$ cat config.mk
export PLATFORM = sky130hd
export DESIGN_NAME = xnor_cmp_sched_flat
export DESIGN_NICKNAME = d
export VERILOG_FILES = /design/src/rtl/xnor_cmp_sched_if.sv /design/src/rtl/xnor_cmp_sched.sv /design/src/flat_wrapper.sv
export SDC_FILE = /design/constraint.sdc
export NUM_CORES = 1
export LEC_CHECK = 0
export ABC_AREA = 1
export CORE_AREA = 5 5 75 77
export CTS_CLUSTER_SIZE = 25
export DETAILED_ROUTE_END_ITERATION = 8
export DIE_AREA = 0 0 80 82
export PLACE_DENSITY_LB_ADDON = 0.15
export SLEW_MARGIN = 20
export SYNTH_ARGS = -nofsm -noshare
export SYNTH_HDL_FRONTEND = slang
export SYNTH_SLANG_ARGS = --single-unit
export TNS_END_PERCENT = 5
$ cat constraint.sdc
create_clock -name clk -period 2.85 [get_ports clk]
set_input_delay 0.4275 -clock clk [delete_from_list [all_inputs] [get_ports clk]]
set_output_delay 0.4275 -clock clk [all_outputs]
set_load 0.05 [all_outputs]
$ cat src/rtl/xnor_cmp_sched_if.sv
// Client-side bundle for the bit-serial XNOR compare scheduler.
// Clients drive requests and operands; the scheduler returns grant, status and results.
interface xnor_cmp_sched_if #(
  parameter int WIDTH = 8
);
  localparam int CW = $clog2(WIDTH + 1);

  logic [1:0]       req;
  logic [WIDTH-1:0] a0;
  logic [WIDTH-1:0] b0;
  logic [WIDTH-1:0] a1;
  logic [WIDTH-1:0] b1;
  logic [1:0]       gnt;
  logic             busy;
  logic             done;
  logic             done_id;
  logic             equal;
  logic [CW-1:0]    match_cnt;

  modport master (
    output req, a0, b0, a1, b1,
    input  gnt, busy, done, done_id, equal, match_cnt
  );

  modport slave (
    input  req, a0, b0, a1, b1,
    output gnt, busy, done, done_id, equal, match_cnt
  );
endinterface

$ cat src/rtl/xnor_cmp_sched.sv
// Round-robin scheduler for two clients sharing one XNOR bit cell; compares
// the granted operand pair LSB-first, one bit per clock, and counts matches.
module xnor_gate (
  input  logic a,
  input  logic b,
  output logic y
);
  assign y = ~(a ^ b);
endmodule

module xnor_cmp_sched #(
  parameter int WIDTH = 8
) (
  input  logic            clk,
  input  logic            rst_n,
  xnor_cmp_sched_if.slave bus
);
  localparam int CW = $clog2(WIDTH + 1);
  localparam int BW = $clog2(WIDTH);

  typedef enum logic {IDLE, SHIFT} state_t;

  state_t           state;
  logic             last;
  logic             cur;
  logic [WIDTH-1:0] sa;
  logic [WIDTH-1:0] sb;
  logic [BW-1:0]    bitcnt;
  logic [CW-1:0]    acc;
  logic [CW-1:0]    acc_next;
  logic             y;
  logic             pick;

  xnor_gate u_cell (
    .a (sa[0]),
    .b (sb[0]),
    .y (y)
  );

  // On a tie the client that was not served last wins.
  always_comb begin
    pick = 1'b0;
    if (bus.req == 2'b11)
      pick = ~last;
    else if (bus.req[1])
      pick = 1'b1;
  end

  assign acc_next = acc + CW'(y);

  always_ff @(posedge clk or negedge rst_n) begin
    if (!rst_n) begin
      state         <= IDLE;
      last          <= 1'b1;
      cur           <= 1'b0;
      sa            <= '0;
      sb            <= '0;
      bitcnt        <= '0;
      acc           <= '0;
      bus.gnt       <= 2'b00;
      bus.busy      <= 1'b0;
      bus.done      <= 1'b0;
      bus.done_id   <= 1'b0;
      bus.equal     <= 1'b0;
      bus.match_cnt <= '0;
    end else begin
      case (state)
        IDLE: begin
          bus.gnt  <= 2'b00;
          bus.done <= 1'b0;
          if (bus.req != 2'b00) begin
            cur      <= pick;
            last     <= pick;
            sa       <= pick ? bus.a1 : bus.a0;
            sb       <= pick ? bus.b1 : bus.b0;
            bitcnt   <= '0;
            acc      <= '0;
            bus.gnt  <= pick ? 2'b10 : 2'b01;
            bus.busy <= 1'b1;
            state    <= SHIFT;
          end
        end
        SHIFT: begin
          bus.gnt  <= 2'b00;
          bus.done <= 1'b0;
          acc      <= acc_next;
          sa       <= sa >> 1;
          sb       <= sb >> 1;
          bitcnt   <= bitcnt + 1'b1;
          // Last bit: publish using the count that includes this cycle's bit.
          if (bitcnt == BW'(WIDTH - 1)) begin
            bus.match_cnt <= acc_next;
            bus.equal     <= (acc_next == CW'(WIDTH));
            bus.done_id   <= cur;
            bus.done      <= 1'b1;
            bus.busy      <= 1'b0;
            state         <= IDLE;
          end
        end
        default: state <= IDLE;
      endcase
    end
  end
endmodule
$ cat src/flat_wrapper.sv
// flat-port wrapper written by rule: the top's interface ports become plain ports
module xnor_cmp_sched_flat 
#(
  parameter int WIDTH = 8
)
  (clk, rst_n, bus_req, bus_a0, bus_b0, bus_a1, bus_b1, bus_gnt, bus_busy, bus_done, bus_done_id, bus_equal, bus_match_cnt);
  xnor_cmp_sched_if #(.WIDTH(WIDTH)) bus_i ();
  input  logic clk;
  input  logic rst_n;
  input wire logic [$bits(bus_i.req)-1:0] bus_req;
  input wire logic [$bits(bus_i.a0)-1:0] bus_a0;
  input wire logic [$bits(bus_i.b0)-1:0] bus_b0;
  input wire logic [$bits(bus_i.a1)-1:0] bus_a1;
  input wire logic [$bits(bus_i.b1)-1:0] bus_b1;
  output wire logic [$bits(bus_i.gnt)-1:0] bus_gnt;
  output wire logic [$bits(bus_i.busy)-1:0] bus_busy;
  output wire logic [$bits(bus_i.done)-1:0] bus_done;
  output wire logic [$bits(bus_i.done_id)-1:0] bus_done_id;
  output wire logic [$bits(bus_i.equal)-1:0] bus_equal;
  output wire logic [$bits(bus_i.match_cnt)-1:0] bus_match_cnt;
  assign bus_i.req = bus_req;
  assign bus_i.a0 = bus_a0;
  assign bus_i.b0 = bus_b0;
  assign bus_i.a1 = bus_a1;
  assign bus_i.b1 = bus_b1;
  assign bus_gnt = bus_i.gnt;
  assign bus_busy = bus_i.busy;
  assign bus_done = bus_i.done;
  assign bus_done_id = bus_i.done_id;
  assign bus_equal = bus_i.equal;
  assign bus_match_cnt = bus_i.match_cnt;
  xnor_cmp_sched #(.WIDTH(WIDTH)) u_core (.clk(clk), .rst_n(rst_n), .bus(bus_i));
endmodule
Yosys cells after proc, flatten, opt, wreduce, memory -nomap -nowiden
Cells that the tools add are included.
Operators by class
  add/subtract/negate cells: 2
  equal/unequal tests: 5
  reductions and logical operators: 4
  muxes and demuxes: 23
  bitwise logic cells: 4
Operators with widths (number)
  $mux 8: 4
  $pmux 8 s2: 2
  $pmux 4 s2: 1
  $mux 1: 7
  $pmux 1 s2: 3
  $pmux 3 s2: 1
  $reduce_and 2->1: 3
  $add 4x1->4: 1
  $eq 4x4->1 const B: 1
  $mux 2: 2
  $mux 4: 1
  $pmux 2 s2: 1
  $add 3x1->3 const B: 1
  $eq 3x3->1 const B: 1
  $mux 3: 1
  $not 1->1: 3
  $eq 2x2->1 const B: 1
  $ne 2x1->1 const B: 1
  $ne 2x2->1 const B: 1
  $reduce_bool 2->1: 1
  $xor 1x1->1: 1
Storage, ports and cells
  word-level logic and storage cells: 51
  output and inout bits: 10
  register bits: 36
  input port bits: 36

Longest topological paths before layout
  depth in word-level cells: 5
  mapped depth: 9
  depth with buffers taken out: 9

Cells and area by module
From an unflattened synthesis, not the netlist that was laid out.
Unflattened totals
  cell total of the unflattened synthesis: 230
  area, all modules: 1844.3 um^2
Modules (own cells, without submodules)
  xnor_cmp_sched: seq. area each 902.1 um^2, area an instance 1825.5 um^2, cells each 225, times used 1
  xnor_gate: seq. area each 0.0 um^2, area an instance 18.8 um^2, cells each 5, times used 1

Worst setup path before layout
Ideal clock, no wire load.
  path type: register to register
  from: register u_core.sb[0]
  to: register u_core.bus.equal
  period minus slack after synthesis: 1336 ps
  buffers on the path: 0
  arrival time: 1270 ps
  cell stages (with the launch flop): 9
  data required time: 2784 ps
  path slack: 1514 ps
  setup time: 66 ps
  cell sequence: dfrtp_1 > xnor2_1 > ha_1 > ha_1 > inv_1 > nand2_1 > nor2_1 > nand3_1 > nand2_1
Between the ends
  word-level cells in the longest chain between the ends: 4
Ends and longest elaborated chain
  start: declaration: line xnor_cmp_sched.sv:27  | logic [WIDTH-1:0] sb;
  start signal: assignment: line xnor_cmp_sched.sv:75  | sb <= pick ? bus.b1 : bus.b0;
  start signal: assignment: line xnor_cmp_sched.sv:88  | sb <= sb >> 1;
  $xor 1x1->1: line xnor_cmp_sched.sv:8  | assign y = ~(a ^ b);
  $not 1->1: line xnor_cmp_sched.sv:8
  $add 4x1->4: line xnor_cmp_sched.sv:49  | assign acc_next = acc + CW'(y);
  net u_core.acc_next[1]: line xnor_cmp_sched.sv:30  | logic [CW-1:0] acc_next;
  $eq 4x4->1: line xnor_cmp_sched.sv:93  | bus.equal <= (acc_next == CW'(WIDTH));
  end signal: assignment: line xnor_cmp_sched.sv:93
  end: declaration: line xnor_cmp_sched_if.sv:27  | output gnt, busy, done, done_id, equal, match_cnt
The timed path passes the listed nets, and every way through them passes these cells.
A chain may end at the register's enable or synchronous reset.

Worst setup path after layout
  from: register u_core.bus.busy
  to: output bus_busy
RTL lines
  start: declaration: line xnor_cmp_sched_if.sv:27
  start signal: assignment: line xnor_cmp_sched.sv:61  | bus.busy <= 1'b0;
  start signal: assignment: line xnor_cmp_sched.sv:79  | bus.busy <= 1'b1;
  start signal: assignment: line xnor_cmp_sched.sv:96  | bus.busy <= 1'b0;
  end: declaration: line flat_wrapper.sv:16  | output wire logic [$bits(bus_i.busy)-1:0] bus_busy;
No word-level cell between the ends.

==> flow_summary.json <==
{
  "outcome": "complete, no violations",
  "start_kind": "flip-flop",
  "setup_viol": 0,
  "grt_usage": 0.125,
  "synthArstFlopShare": 1.00,
  "synth_cell_type_count": 21,
  "routedWlPerCell_um": 10.8,
  "synthFlopType": "dfrtp_1",
  "path_delay_family": "buffers and inverters",
  "max_stage_delay_ps": 800,
  "worstPathMaxFanout": 2,
  "synthesis.nets": 266,
  "synth_xor_area_frac": 0.00477,
  "start_util": 0.371,
  "syn_to_final_growth_pct": 30.6,
  "path_cells": "clkdlybuf4s50_1",
  "hold_class": "in2async",
  "ys_warn_count": 0,
  "core_mm2": 0.00494,
  "nNetsFinal": 310,
  "cp_slowest_cell": "clkdlybuf4s50_1",
  "required_ps": 2420,
  "dr_total_vias": 1517,
  "rr_startpoint": "u_core.sb[0]$_DFFE_PN0P_",
  "grt_pass1_wl_mm": 6.42,
  "cts_buffers": 5,
  "clk_pin_slew_worst_paths_ps": 70,
  "synth.top_cell.area_share": 0.477,
  "final_common_cell": "nand2_1",
  "cts_setup_buffers": 0,
  "p_leak_nw": 1.18,
  "ys_seq_area_frac": 0.492,
  "grt_pass1_vias": 1453,
  "mostFrequentLayoutCells": "nand2_1 (76), clkdlybuf4s50_1 (44), dfrtp_1 (35)",
  "cts-htree-levels": 2,
  "slew_viol_final": 0,
  "fin_ws_ps": 993,
  "drive_above_1_share": 0.0664,
  "critPathKind": "reg2out",
  "maxSlewHeadroom": 0.479,
  "synth-edff-count": 0,
  "drv_cap": 0,
  "rrSetupSlack_ps": 1360,
  "wirelength_mm": 3.69,
  "finClkSkew_ps": 7.24,
  "dieHeight_um": 82,
  "drc": 0,
  "startpoint": "u_core.bus.busy$_DFFE_PN0P_",
  "ir_drop_mv": 0.300,
  "synthAdderAreaFrac": 0.0273,
  "dieArea_mm2": 0.00656,
  "fin_util": 0.484,
  "powerDensity_mw_per_mm2": 902,
  "synthCells": 226,
  "firstDrtPassIters": 4,
  "end_kind": "primary output",
  "antenna_found_initial": 0,
  "row_count": 26,
  "period_minus_slack_ps": 1860,
  "clk_path_buf_depth": 2,
  "numPortBuffers": 45,
  "gp_congestion": 0.761,
  "ios": 46,
  "first_iter_violations": 101,
  "grt_setup_unrepaired": "no",
  "synth_top_family_by_area": "simple AND/OR/NAND/NOR gates",
  "cts_resized": 0,
  "crit_arrival_ps": 1430,
  "synth_top_cell_by_area": "dfrtp_1",
  "dpl.hpwl_mm": 2.63,
  "fin_tns_setup_ps": 0,
  "fmax_mhz": 538,
  "synth_area_per_cell_um2": 8.12,
  "layout_worst_path_cycle_share": 0.652,
  "synthTopCellsByArea": "dfrtp_1 (48%), nand2_1 (16%), nand3_1 (8.2%), inv_1 (5.7%), nand3b_1 (5.7%)",
  "synth_mux_area_frac": 0,
  "grt_max_degree": 37,
  "hold_violations": 0,
  "clock_latency_ps": 280,
  "worst_pin_slew_ps": 781,
  "diodes": 0,
  "synth_area_mm2": 0.00183,
  "die_w_um": 80,
  "cts_root_buf": "clkbuf_8",
  "hold_buffers": 0,
  "synthSimpleGateAreaFrac": 0.340,
  "worst-path-buf-inv": 1,
  "cts_tree": "built",
  "worst_hold_slack_ps": 222,
  "viasPerCell": 4.45,
  "antenna_left": 0,
  "grt-ovfl-total": 0,
  "synth-compound-area-share": 0.0334,
  "worst-r2r-cell-count": 8,
  "synth-seq-cells": 36,
  "dpl_worst_slack_ps": 867,
  "timing.rr.end": "u_core.bus.equal$_DFFE_PN0P_",
  "cts_sinks": 36
}
routing by layer:
metal,vias to the layer above,global-route usage,part of all wire
met5,-,0,0
met4,0,0.0456,0.0087
met3,2,0.0395,0.060
met2,35,0.209,0.47
met1,686,0.152,0.46
li1,794,-,-
cells by family after synthesis:
| family | Yosys count |
|---|---|
| XOR/XNOR | 1 |
| adder cells (fa/ha/maj) | 4 |
| flip-flops | 36 |
| AND/OR/NAND/NOR | 134 |
| AO/OA/AOI/OAI | 12 |
| buffers and inverters | 39 |
power by group:
group	total (mW)	switching, mW	internal, mW
registers	0.842	0.114	0.728
clock network	0.367	0.174	0.193
logic	0.950	0.597	0.353
total	2.16	0.885	1.27
how the worst max path moves through the flow:
stage | slack [ps] | endpoint | depth (start not counted)
after floorplan | 1510 | u_core.bus.equal$_DFFE_PN0P_ | 8
after global placement | 900 | u_core.cur$_DFFE_PN0P_ | 6
after detailed placement | 870 | u_core.cur$_DFFE_PN0P_ | 6
after CTS | 970 | bus_busy | 1
after global routing | 940 | bus_match_cnt[0] | 1
final | 990 | bus_busy | 1
sequential cells by signal (all words and copies together), names as in the netlist:
signal and count:
u_core.cur 1, u_core.bus.done 1, u_core.last 1, u_core.acc 4, u_core.bus.match_cnt 4, u_core.sb 8
u_core.bitcnt 3, u_core.state 1, u_core.bus.busy 1, u_core.sa 8, u_core.bus.equal 1, u_core.bus.gnt 2
u_core.bus.done_id 1
per-stage QoR:
stage          instance area (µm²)  power, mW  instances
2_1_floorplan                 1830       1.54        226
3_3_place_gp                  2300       1.80        333
3_5_place_dp                  2300       1.82        333
4_1_cts                       2390       2.20        341
5_1_grt                       2390       2.34        341
6_report                      2390       2.16        341
layout make-up:
cell class | count | area (µm²)
Clock buffer | 6 | 82.6
Clock inverter | 2 | 10.0
Fill cell | 516 | 2550
Inverter | 29 | 109
Multi-Input combinational cell | 151 | 743
Sequential cell | 36 | 902
Tap cell | 70 | 87.6
Timing Repair Buffer | 47 | 460
cells in the mapped netlist, types with 2 or more instances:
cell type and instances:
o21ai_0 6, o21ai_1 4, nor2_1 8, dfrtp_1 35
nor2_4 2, nand3b_1 14, buf_6 4, nand2_2 2
buf_4 2, nand3_1 30, ha_1 4, buf_2 4
inv_1 28, nand2_1 76
Power figures use the tool's default switching activity.
==> variant 1 (config.mk and constraints unchanged) <==
`WIDTH` is set to 8 in 3 places; all go to 16.
--- a/src/rtl/xnor_cmp_sched_if.sv
+++ b/src/rtl/xnor_cmp_sched_if.sv
@@ -2,5 +2,5 @@
 // Clients drive requests and operands; the scheduler returns grant, status and results.
 interface xnor_cmp_sched_if #(
-  parameter int WIDTH = 8
+  parameter int WIDTH = 16
 );
   localparam int CW = $clog2(WIDTH + 1);
--- a/src/rtl/xnor_cmp_sched.sv
+++ b/src/rtl/xnor_cmp_sched.sv
@@ -10,5 +10,5 @@
 
 module xnor_cmp_sched #(
-  parameter int WIDTH = 8
+  parameter int WIDTH = 16
 ) (
   input  logic            clk,
--- a/src/flat_wrapper.sv
+++ b/src/flat_wrapper.sv
@@ -2,5 +2,5 @@
 module xnor_cmp_sched_flat 
 #(
-  parameter int WIDTH = 8
+  parameter int WIDTH = 16
 )
   (clk, rst_n, bus_req, bus_a0, bus_b0, bus_a1, bus_b1, bus_gnt, bus_busy, bus_done, bus_done_id, bus_equal, bus_match_cnt);
Ports: changed (5 resized); port bits go from 46 to 79. No check against the original RTL was run, so the function may have changed too.
==> variant 1 against the unedited design <==
Wire length rose by 75%; total power is 44% higher; setup slack got worse by 0.049 ns; clock skew shrank 0.0021 ns; worst hold slack lost 0.070 ns; design area rose by 64%; synthesized area rose by 68%; sequential cell count rose by 19.
==> variant 1: results (changes against the unedited design) <==
WP data arrival: 1.48 ns (was 1.43 ns)
First-pass GRT wire length: 11.03 mm (was 6.423 mm)
Status: finished clean (unchanged)
Fin nets: 517 (was 310)
DP Cell Count: 509 (was 333)
H-Tree Depth: 2 (unchanged)
GRT Overall Usage: 0.2128 (was 0.1251)
Distinct cells, synth: 25 (was 21)
Vias/cell: 5.085 (was 4.449)
R2r startpoint: u_core.state (was u_core.sb[0])
Slew @ Worst Pin: 0.6963 ns (was 0.7812 ns)
Port-buffer cells: 78 (was 45)
Leak: 0.001937 uW (was 0.001181 uW)
Biggest regs: u_core.sa (16), u_core.sb (16) (was u_core.sa (8), u_core.sb (8))
Vias in the first global route: 2,630 (was 1,453)
Top post-synthesis cells by area: dfrtp_1, inv_1, nand2_1, o211ai_2, o22ai_1 (was dfrtp_1, nand2_1, nand3_1, inv_1, nand3b_1)
Post-Syn Instances: 375 (was 226)
Iter 0 DRT Violations: 106 (was 101)
Largest net degree at the start of global routing: 66 (was 37)
Post-DP Area: 0.003826 sq mm (was 0.002302 sq mm)
R2R setup slack: 1.16 ns (was 1.36 ns)
Worst-Skew Late Latency: 0.30 ns (was 0.28 ns)
R2r endpoint: u_core.sb[7] (was u_core.bus.equal)
Peak VDD IR: 355.4 uV (was 299.7 uV)
Commonest cells in the netlist: inv_1, nand2_1, dfrtp_1 (was nand2_1, dfrtp_1, nand3_1)
WL per Instance: 12.50 um (was 10.81 um)
DRT Wirelength: 6.463 mm (was 3.685 mm)
Clock-pin slew on the worst setup and hold paths: 0.09 ns (was 0.07 ns)
DP HPWL: 4.652 mm (was 2.627 mm)
Post-Syn Nets: 446 (was 266)
## variant 1: per-stage QoR
stage / total power, uW / setup slack (ns) / hold slack [ns]
3_3_place_gp: 2593 / 0.8660 / 0.4532
5_1_grt: 3353 / 0.8910 / 0.2118
3_5_place_dp: 2677 / 0.8288 / 0.4656
2_1_floorplan: 2288 / 1.478 / 0.1319
4_1_cts: 3121 / 0.9291 / 0.1761
6_report: 3101 / 0.9438 / 0.1515
## variant 1: cell families (layout without fill, tap and decap cells)
logic type,count (synthesis),in the layout,synth area share
buf+inv,122,194,0.1790
simple gates,113,113,0.1546
compound gates,81,81,0.2034
flops,55,55,0.4479
fa+ha+maj,3,3,0.01221
xor+xnor,1,1,0.002848
## variant 1: worst max path at each step
stage / depth (start not counted) / startpoint / slack, ns / end
floorplan: 8 / u_core.sb[0] / 1.48 / u_core.bus.equal
global placement: 7 / bus_req[1] / 0.87 / u_core.bitcnt[3]
detailed placement: 7 / bus_req[1] / 0.83 / u_core.bitcnt[2]
CTS: 1 / u_core.bus.match_cnt[1] / 0.93 / bus_match_cnt[1]
global route: 1 / u_core.bus.match_cnt[1] / 0.89 / bus_match_cnt[1]
finish: 1 / u_core.bus.match_cnt[1] / 0.94 / bus_match_cnt[1]
## variant 1: power by group
| group | switching, uW | internal [uW] |
|---|---|---|
| logic | 888 | 540 |
| registers | 152 | 1090 |
| clock network | 240 | 197 |
## variant 1: area by class of cell
cell class	instances	area [sq um]
clock buffers	7	86.33
clock inverters	1	5.005
fillers	369	1027
inverters	104	392.9
multi-input cells	198	1150
flip-flops and latches	55	1378
well taps	70	87.58
repair buffers	82	818.3
## variant 1: layer usage
| layer | routed length, um | track usage | up-vias |
|---|---|---|---|
| met3 | 363 | 0.04605 | 19 |
| met4 | 171 | 0.08953 | 0 |
| li1 | - | - | 1313 |
| met5 | 0 | 0 | - |
| met1 | 2539 | 0.2337 | 1225 |
| met2 | 3389 | 0.3957 | 72 |
==> variant 2 (config.mk and constraints unchanged) <==
Without the edit above. Make the reset (`rst_n`) synchronous in one clocked block.
--- a/src/rtl/xnor_cmp_sched.sv
+++ b/src/rtl/xnor_cmp_sched.sv
@@ -49,5 +49,5 @@
   assign acc_next = acc + CW'(y);
 
-  always_ff @(posedge clk or negedge rst_n) begin
+  always_ff @(posedge clk) begin
     if (!rst_n) begin
       state         <= IDLE;
Function: differs if rst_n is asserted again (counterexample within 4 cycles, from zero or initial values and one cycle with rst_n low); with rst_n held inactive, the same outputs for 10 cycles.
==> variant 2 against the unedited design <==
Synthesized cell count rose by 15%; wire length rose by 9.1%; utilization increased by 1.0 points; sequential share of layout area decreased by 8.2 points; design area rose by 2.1%; sequential cell count unchanged; setup slack lost 0.013 ns; synthesized area up 1.4%; count of clock-buffer cells in the layout increased by 1; global-route usage increased by 0.54 points; critical path type unchanged; highest routed layer unchanged.
Power is not compared: it rests on default switching activity, and its combinational part moved more than twofold at a synthesized area within 25%.
==> variant 2: results (changes against the unedited design) <==
Critical Path End: bus_match_cnt[3] (was bus_busy)
Largest net degree at the start of global routing: 26 (was 37)
Worst min-delay path class: flop to flop (was input port to async pin)
Register area share after synthesis: 0.3874 (was 0.4918)
Status: finished clean (unchanged)
R2r startpoint: u_core.state (was u_core.sb[0])
Iter 0 DRT Violations: 51 (was 101)
Max Clk Rate: 534.6 MHz (was 538.4 MHz)
M2 GR Usage: 0.2252 (was 0.2086)
CP startpoint: u_core.bus.match_cnt[3] (was u_core.bus.busy)
Vias in the first global route: 1,528 (was 1,453)
Vias/cell: 4.599 (was 4.449)
Met3 Resource Use GR: 0.03728 (was 0.03947)
R2R setup slack: 1.40 ns (was 1.36 ns)
Post-Syn Instances: 261 (was 226)
First-pass GRT wire length: 6.734 mm (was 6.423 mm)
Worst slack, placed: 0.8303 ns (was 0.8668 ns)
DRT Wirelength: 4.019 mm (was 3.685 mm)
M1 WL: 1.765 mm (was 1.682 mm)
Clk_skew: 0.002438 ns (was 0.007237 ns)
Layout cell share with drive strength beyond 1: 0.05263 (was 0.06642)
Vias: 1,720 (was 1,517)
Dominant synthesized flop cell: dfxtp_1 (was dfrtp_1)
Fin nets: 343 (was 310)
Slew HR: 0.6568 (was 0.4792)
M1 GR Usage: 0.1516 (was 0.1520)
Cells on worst reg2reg path: 5 (was 8)
WP data arrival: 1.44 ns
R2r endpoint: u_core.bitcnt[2] (was u_core.bus.equal)
FILL cells: 552 (was 516)
Hold slack final: 0.4565 ns (was 0.2217 ns)
Commonest cells in the netlist: nand2_1, inv_1, dfxtp_1 (was nand2_1, dfrtp_1, nand3_1)
Distinct cells, synth: 23 (was 21)
Met3 routed WL: 238 um (was 222 um)
Post-Syn Nets: 301 (was 266)
Asr flop ratio synth: 0 (was 1.000)
Top post-synthesis cells by area: dfxtp_1, nand2_1, nand3_1, inv_1, a21oi_1 (was dfrtp_1, nand2_1, nand3_1, inv_1, nand3b_1)
GP Congestion: 0.7507 (was 0.7610)
DP HPWL: 2.945 mm (was 2.627 mm)
==> variant 2: changes by cell type after synthesis, sizes merged, moves of 2 or more <==
cell,delta
nand3,+5
dfrtp,-35
nor2,-4
nand2,-4
a21oi,+23
clkinv,+2
nor3,+2
a22o,+2
nand4,+3
o21ai,-7
inv,+10
dfxtp,+36
clkbuf,+3
==> variant 2: cell families after synthesis <==
kind of cell    share of synthesized area
simple gates                       0.3598
buf+inv                            0.1372
flops                              0.3874
compound gates                    0.08406
fa+ha+maj                         0.02690
xor+xnor                         0.004708
==> variant 2: final cells by class <==
cell class | count | area [sq um] | share of cell area
Clock buffer | 7 | 96.34 | 0.03939
Clock inverter | 1 | 30.03 | 0.01228
Inverter | 41 | 153.9 | 0.06292
Multi-Input combinational cell | 171 | 884.6 | 0.3616
Sequential cell | 36 | 720.7 | 0.2946
Tap cell | 70 | 87.58 | 0.03581
Timing Repair Buffer | 48 | 473.0 | 0.1934
